File: config.mk
export PLATFORM = sky130hd
export DESIGN_NAME = dec_entry_to_snum
export DESIGN_NICKNAME = d
export VERILOG_FILES = /design/src/rtl/dec_entry_to_snum.sv
export SDC_FILE = /design/constraint.sdc
export NUM_CORES = 1
export LEC_CHECK = 0
export CAP_MARGIN = 10
export CORE_MARGIN = 2
export CORE_UTILIZATION = 31
export DETAILED_ROUTE_END_ITERATION = 7
export PLACE_DENSITY = 0.59
export SLEW_MARGIN = 20
export SYNTH_ARGS = -nofsm -noshare
export SYNTH_HDL_FRONTEND = slang
export SYNTH_SLANG_ARGS = --single-unit
File: constraint.sdc
create_clock -name clk -period 7.7 [get_ports clk]
set_input_delay 2.31 -clock clk [delete_from_list [all_inputs] [get_ports clk]]
set_output_delay 2.31 -clock clk [all_outputs]
set_load 0.01 [all_outputs]
File: src/rtl/dec_entry_to_snum.sv
// Decimal keypad entry: assembles BCD digit strobes into a signed 8-bit value (-128..127).
// Outputs are registered; live preview for the display path, one-cycle valid pulse on commit.
module dec_entry_to_snum #(
  parameter int MAX_DIGITS = 3
) (
  input  logic       clk,
  input  logic       rst_n,
  input  logic       digit_valid,
  input  logic [3:0] digit,
  input  logic       neg_toggle,
  input  logic       clear,
  input  logic       enter,
  output logic [7:0] value,
  output logic       value_valid,
  output logic [7:0] preview,
  output logic       err,
  output logic [1:0] digit_count
);

  typedef enum logic [1:0] {
    ST_IDLE  = 2'd0,
    ST_ENTRY = 2'd1,
    ST_DONE  = 2'd2,
    ST_ERROR = 2'd3
  } state_t;

  localparam logic [1:0]  MAX_CNT   = 2'(MAX_DIGITS);
  localparam logic [8:0]  MAG_MIN_N = 9'd128;

  state_t      state_q, state_d;
  logic [8:0]  mag_q, mag_d;
  logic        neg_q, neg_d;
  logic [1:0]  cnt_q, cnt_d;
  logic [7:0]  value_q, value_d;
  logic        vv_q, vv_d;
  logic [7:0]  preview_q, preview_d;
  logic        err_q, err_d;

  logic        digit_ok;
  logic [10:0] nm;
  logic [10:0] lim;
  logic [7:0]  signed_cur;
  logic [7:0]  signed_nxt;

  assign digit_ok = digit_valid && (digit <= 4'd9);

  // Range check runs on the full 11-bit product so a large entry can never wrap.
  assign nm  = (11'(mag_q) * 11'd10) + 11'(digit);
  assign lim = neg_q ? 11'd128 : 11'd127;

  // Two's complement of the low byte: mag=128 negated gives 8'h80, mag=0 stays 0.
  assign signed_cur = neg_q ? (~mag_q[7:0] + 8'd1) : mag_q[7:0];
  assign signed_nxt = neg_d ? (~mag_d[7:0] + 8'd1) : mag_d[7:0];

  always_comb begin
    state_d = state_q;
    mag_d   = mag_q;
    neg_d   = neg_q;
    cnt_d   = cnt_q;
    value_d = value_q;
    vv_d    = 1'b0;

    if (clear) begin
      state_d = ST_IDLE;
      mag_d   = '0;
      neg_d   = 1'b0;
      cnt_d   = '0;
    end else begin
      unique case (state_q)
        ST_IDLE: begin
          if (enter) begin
            state_d = ST_IDLE;
          end else if (neg_toggle) begin
            neg_d = ~neg_q;
          end else if (digit_ok) begin
            mag_d   = 9'(digit);
            cnt_d   = 2'd1;
            state_d = ST_ENTRY;
          end
        end

        ST_ENTRY: begin
          if (enter) begin
            value_d = signed_cur;
            vv_d    = 1'b1;
            state_d = ST_DONE;
          end else if (neg_toggle) begin
            if (neg_q && (mag_q == MAG_MIN_N)) begin
              state_d = ST_ERROR;
            end else begin
              neg_d = ~neg_q;
            end
          end else if (digit_ok) begin
            if ((cnt_q == MAX_CNT) || (nm > lim)) begin
              state_d = ST_ERROR;
            end else begin
              mag_d = nm[8:0];
              cnt_d = cnt_q + 2'd1;
            end
          end
        end

        ST_DONE: begin
          if (enter) begin
            state_d = ST_DONE;
          end else if (neg_toggle) begin
            mag_d   = '0;
            neg_d   = 1'b1;
            cnt_d   = '0;
            state_d = ST_IDLE;
          end else if (digit_ok) begin
            mag_d   = 9'(digit);
            neg_d   = 1'b0;
            cnt_d   = 2'd1;
            state_d = ST_ENTRY;
          end
        end

        ST_ERROR: begin
          state_d = ST_ERROR;
        end

        default: begin
          state_d = ST_IDLE;
        end
      endcase
    end

    err_d     = (state_d == ST_ERROR);
    preview_d = err_d ? 8'd0 : signed_nxt;
  end

  always_ff @(posedge clk) begin
    if (!rst_n) begin
      state_q   <= ST_IDLE;
      mag_q     <= '0;
      neg_q     <= 1'b0;
      cnt_q     <= '0;
      value_q   <= '0;
      vv_q      <= 1'b0;
      preview_q <= '0;
      err_q     <= 1'b0;
    end else begin
      state_q   <= state_d;
      mag_q     <= mag_d;
      neg_q     <= neg_d;
      cnt_q     <= cnt_d;
      value_q   <= value_d;
      vv_q      <= vv_d;
      preview_q <= preview_d;
      err_q     <= err_d;
    end
  end

  assign value       = value_q;
  assign value_valid = vv_q;
  assign preview     = preview_q;
  assign err         = err_q;
  assign digit_count = cnt_q;

endmodule
---- Word level (Yosys, flattened, before mapping) ----
Index checks and enable logic that the tools add are counted.
word-level totals
  output and inout bits ................... 20
  input port bits ......................... 10
  memories ................................ 0
  word-level logic and storage cells ...... 92
  memory bits (writable) .................. 0
  bits in read-only memories .............. 0
  bits in latches ......................... 0
  bits in registers ....................... 32
operators by class
  $lt $le $gt $ge ......................... 2
  shift operators ......................... 0
  bitwise logic cells ..................... 6
  eq/ne operators ......................... 13
  add/subtract/negate cells ............... 4
  div/mod/pow operators ................... 0
  muxes and demuxes ....................... 47
  $mul .................................... 1
  reductions and logical operators ........ 10
operators with widths
  operator                                                count
  two-way mux 9 bit                                       9
  two-way mux 2 bit                                       20
  two-way mux 8 bit                                       4
  one-hot mux 9 bit (3 select lines)                      1
  adder 8 x 1 -> 8 bit (second input constant)            2
  NOT 8 bit                                               2
  != test 2 bit (second input constant)                   7
  adder 11 x 4 -> 11 bit                                  1
  > comparator 11 x 8 -> 1 bit                            1
  multiplier 9 x 3 -> 10 bit (second input constant)      1
  two-way mux 1 bit                                       10
  equality test 9 x 8 -> 1 bit (second input constant)    1
  equality test 2 bit (second input constant)             4
  one-hot mux 2 bit (4 select lines)                      1
  AND reduction 8 bit                                     1
  one-hot mux 2 bit (3 select lines)                      1
  less-or-equal comparator 4 bit (second input constant)  1
  NOT 1 bit                                               4
  OR reduction 2 bit                                      2
  one-hot mux 1 bit (3 select lines)                      1
  AND reduction 3 bit                                     1
  nonzero test 3 bit                                      1
  OR reduction 3 bit                                      1
  adder 2 x 1 -> 2 bit (second input constant)            1
  4 further kinds                                         5

---- Logic depth before layout (Yosys ltp) ----
  depth after elaboration ................. 13
  depth in mapped cells ................... 20
  gate-level depth less buffers ........... 20

---- Worst setup path after synthesis ----
Ideal clock, no wire load.
  kind .................................... input to register
  from .................................... input digit[2]
  to ...................................... register preview_q[6], in the netlist preview[6]
  library setup time ...................... 0.117 ns
  arrival ................................. 6.019 ns
  stages .................................. 18
  required time ........................... 7.583 ns
  setup slack ............................. 1.564 ns
  path through ............................ ha_1 -> a21o_2 -> a31oi_1 -> nor2_1 -> xor2_1 -> ha_1 -> a21oi_1 -> o21ai_0 -> a221oi_1 -> a41oi_1 -> or4_4 -> a21oi_4 -> nor3_1 -> o41ai_4 -> ha_1 -> a41oi_2 -> xnor2_1 -> nor2_1
between the ends
  word-level cells in the longest chain between the ends .. 12
RTL lines
  item                                RTL line  text
  start, declared                     9         input logic [3:0] digit,
  adder 11 x 4 -> 11 bit              48        assign nm = (11'(mag_q) * 11'd10) + 11'(digit);
  > comparator 11 x 8 -> 1 bit        94        if ((cnt_q == MAX_CNT) || (nm > lim)) begin
  logical OR 1 bit                    94
  two-way mux 9 bit                   94
  two-way mux 9 bit                   93        end else if (digit_ok) begin
  two-way mux 9 bit                   87        end else if (neg_toggle) begin
  two-way mux 9 bit                   83        if (enter) begin
  one-hot mux 9 bit (3 select lines)  69        unique case (state_q)
  two-way mux 8 bit                   63        if (clear) begin
  NOT 8 bit                           53        assign signed_nxt = neg_d ? (~mag_d[7:0] + 8'd1) : mag_d[7:0];
  adder 8 x 1 -> 8 bit                53
  two-way mux 8 bit                   53
  end signal, assigned                150       preview_q <= preview_d;
  end, declared                       36        logic [7:0] preview_q, preview_d;
Parallel ways exist; a longest one is shown, timed or not. The select of a mux whose other input is x is not followed.
A chain may end at the register's enable or synchronous reset.

---- Worst setup path in the final report ----
Same ends and word-level chain as after synthesis.

==> impl_metrics.toml <==
[status]
status = "finished, final reports clean"

[die]
die-area_um2 = 10460
ioPinCount = 30
coreArea_um2 = 9284
fp.dieH_um = 102.3
start_util_pct = 32.24
die_x_um = 102.3
rows = 35

[grt]
antenna_found_initial = 0
grt_pass1_vias = 2618
overflow = 0
grt_usage_pct = 15.66
grt_pass1_wl_um = 12790
grt_max_degree = 19

[worst_setup_path]
r2r_end = "preview[6]$_SDFF_PP0_"
rrSetupSlack_ns = 2.44
path_class = "in2reg"
slowest_delay_ns = 0.57
cp_slowest_cell = "or4_4"
crit_buf_inv = 1
worstPathRequired_ns = 7.87
startpoint_type = "primary input"
path_cells = "clkdlybuf4s50_1, ha_1, a21o_2, a31oi_1, nor2_1, xor2_1, ha_1, a21oi_1, o21ai_0, a221oi_1, a41oi_1, or4_4, a21oi_4, nor3_1, o41ai_4, ha_1, a41oi_2, xnor2_1, nor2_1"
r2r_cells = 20
reg2reg_from = "mag_q[2]$_SDFF_PN0_"
crit_family = "compound AO/OA/AOI/OAI gates"
critPathArrivalTime_ns = 7.00
crit_cells = 19
cpMostUsedCell = "ha_1"
end_kind = "flop"
critPathMaxFanout = 6

[power_and_ir_drop]
power_density_nw_per_um2 = 103.6
power_mw = 0.3586
peakVddDrop_uv = 63.93
p_leak_nw = 1.379

[yosys]
synthSimpleGateAreaFrac_pct = 23.70
yosys.area_share.xor_xnor_pct = 6.104
synth_top_family_by_area = "compound AO/OA/AOI/OAI gates"
synth_area_leaders = "dfxtp_1, ha_1, nor2_1, nand2_1, xor2_1"
synth.distinct_cells = 80
yosysWarnings = 0
ys_seq_elements = 32
yosys.area.top_type = "dfxtp_1"
synthesis.nets = 400
seq_area_frac_synth_pct = 21.40
synth_compound_area_share_pct = 28.01
syn_inst = 356
syn_area_um2 = 2993
synth-async-reset-ratio_pct = 0
synth_fa_ha_area_share_pct = 14.72
synth_edf_count = 0
synth_flop_cell = "dfxtp_1"
synth_area_per_cell_um2 = 8.407
synth_top_area_share_pct = 21.40
synthMostInstantiatedCell = "nor2_1"
synth_commonest_cells = "nor2_1, dfxtp_1, ha_1, nand2_1, inv_1"
synth_mux_area_share_pct = 1.045

[sta]
rsz0062_at_grt = "false"
slew_headroom_pct = 46.10
worst_slack_ns = 0.8742
holdWs_ns = 0.4996
finalCritPeriodShare_pct = 88.65
fmax_ghz = 0.1465
worst_pin_slew_ns = 0.8085
setup_viol = 0
final.setup.tns_ns = 0
hold_viol = 0
period_needed_ns = 6.826
drv_slew = 0
finClkSkew_ns = 0.008676

[min_path]
hold_depth = 2
hold_end = "value[0]$_SDFFE_PN0P_"
min-delay-start = "value[0]$_SDFFE_PN0P_"
min_path_type = "reg2reg"

[cts]
cts.sinks = 32
postCtsResizedCells = 0
cts_hold_buffers = 0
insertion_delay_ns = 0.29
cts_buffer_depth = 2
cts_made_buffers = 5
cts_tree = "built"
cts_root_buf = "clkbuf_8"
cts_setup_buffers = 0
clk_pin_slew_ns = 0.06
cts_max_level = 2

[cells_and_area]
diodes = 0
synthToLayoutAreaGrowth_pct = 15.68
nets = 425
final_util_pct = 37.29
drive_gt1_share_pct = 10.47

[place]
place_hpwl_um = 6103
place_ws_ns = 0.5861
gp_congestion = 0.9282
io_buffers = 29

[drt]
first_pass_iters = 4
remaining_drc_errors = 0
wire_per_inst_um = 14.89
viasPerCell = 5.272
routed-via-count = 2694
antenna_left = 0
dr.first_iter.drc_count = 151
routed_wl_um = 7609

[run]
cap_violations = 0
## final cells by class
cell class / instances / area [um^2]
clock inverters: 2 / 10.01
inverters: 20 / 75.07
fillers: 1006 / 5822
well taps: 129 / 161.4
repair buffers: 29 / 290.3
flip-flops and latches: 32 / 640.6
clock buffers: 6 / 82.58
multi-input cells: 293 / 2202
## report_power, final
group | total (mW) | switching [mW] | internal, mW
logic | 0.0548 | 0.0322 | 0.0226
clock network | 0.134 | 0.0623 | 0.0712
registers | 0.170 | 0.00285 | 0.167
## per-stage QoR
step                      cells  area [um^2]
after floorplan             356         2993
after global placement      503         3369
after detailed placement    503         3369
after CTS                   511         3462
after global routing        511         3462
final                       511         3462
## worst max-delay path by stage
stage | from | end | slack [ns]
after floorplan | digit[2] | preview[6]$_SDFF_PP0_ | 1.56
after global placement | digit[2] | preview[6]$_SDFF_PP0_ | 0.70
after detailed placement | digit[2] | preview[6]$_SDFF_PP0_ | 0.59
after CTS | digit[2] | preview[6]$_SDFF_PP0_ | 0.86
after global routing | digit[2] | preview[4]$_SDFF_PP0_ | 0.43
final | digit[2] | preview[6]$_SDFF_PP0_ | 0.87
## flip-flops by register name, indices dropped and copies added (netlist names)
| register | count |
|---|---|
| mag_q | 9 |
| preview | 8 |
| value | 8 |
| digit_count | 2 |
| state_q | 2 |
| err | 1 |
| neg_q | 1 |
| value_valid | 1 |
## cells by family (layout without fill, tap and decap cells)
group | after synthesis | count (layout)
muxes | 3 | 3
buffers and inverters | 31 | 57
and+or+nand+nor | 137 | 137
adders and majority gates | 34 | 34
DFF | 32 | 32
xor gates and xnor gates | 20 | 20
AOI/OAI and AO/OA | 99 | 99
## cell usage in the layout, fill, tap and decap left out, types with 5 or more instances in the layout
master	Yosys	routed
clkbuf_8	3	6
a21oi_1	18	18
dfxtp_1	32	32
xnor2_1	7	7
o21ai_1	5	5
ha_1	32	32
nand2b_1	7	7
clkdlybuf4s50_1	0	29
inv_1	19	19
a211oi_1	8	8
nor4_1	5	5
xor2_1	12	12
nor3_1	7	7
and2_1	8	8
a21o_1	6	6
nand3_1	5	5
nand2_1	28	28
o21ai_0	7	7
nor2_1	45	45
## worst min-delay path, cell delays in order, from the launching register on
cell and delay (ns):
dfxtp_1 0.33, mux2i_1 0.07, nor2_1 0.07
## layer usage
layer / vias to the layer above / wire, um / global-route usage [%]
li1: 1350 / - / -
met1: 1288 / 3648 / 20.55
met2: 44 / 3542 / 26.37
met3: 12 / 298 / 3.283
met4: 0 / 119 / 3.692
met5: - / 0 / 0
Power figures use the tool's default switching activity.
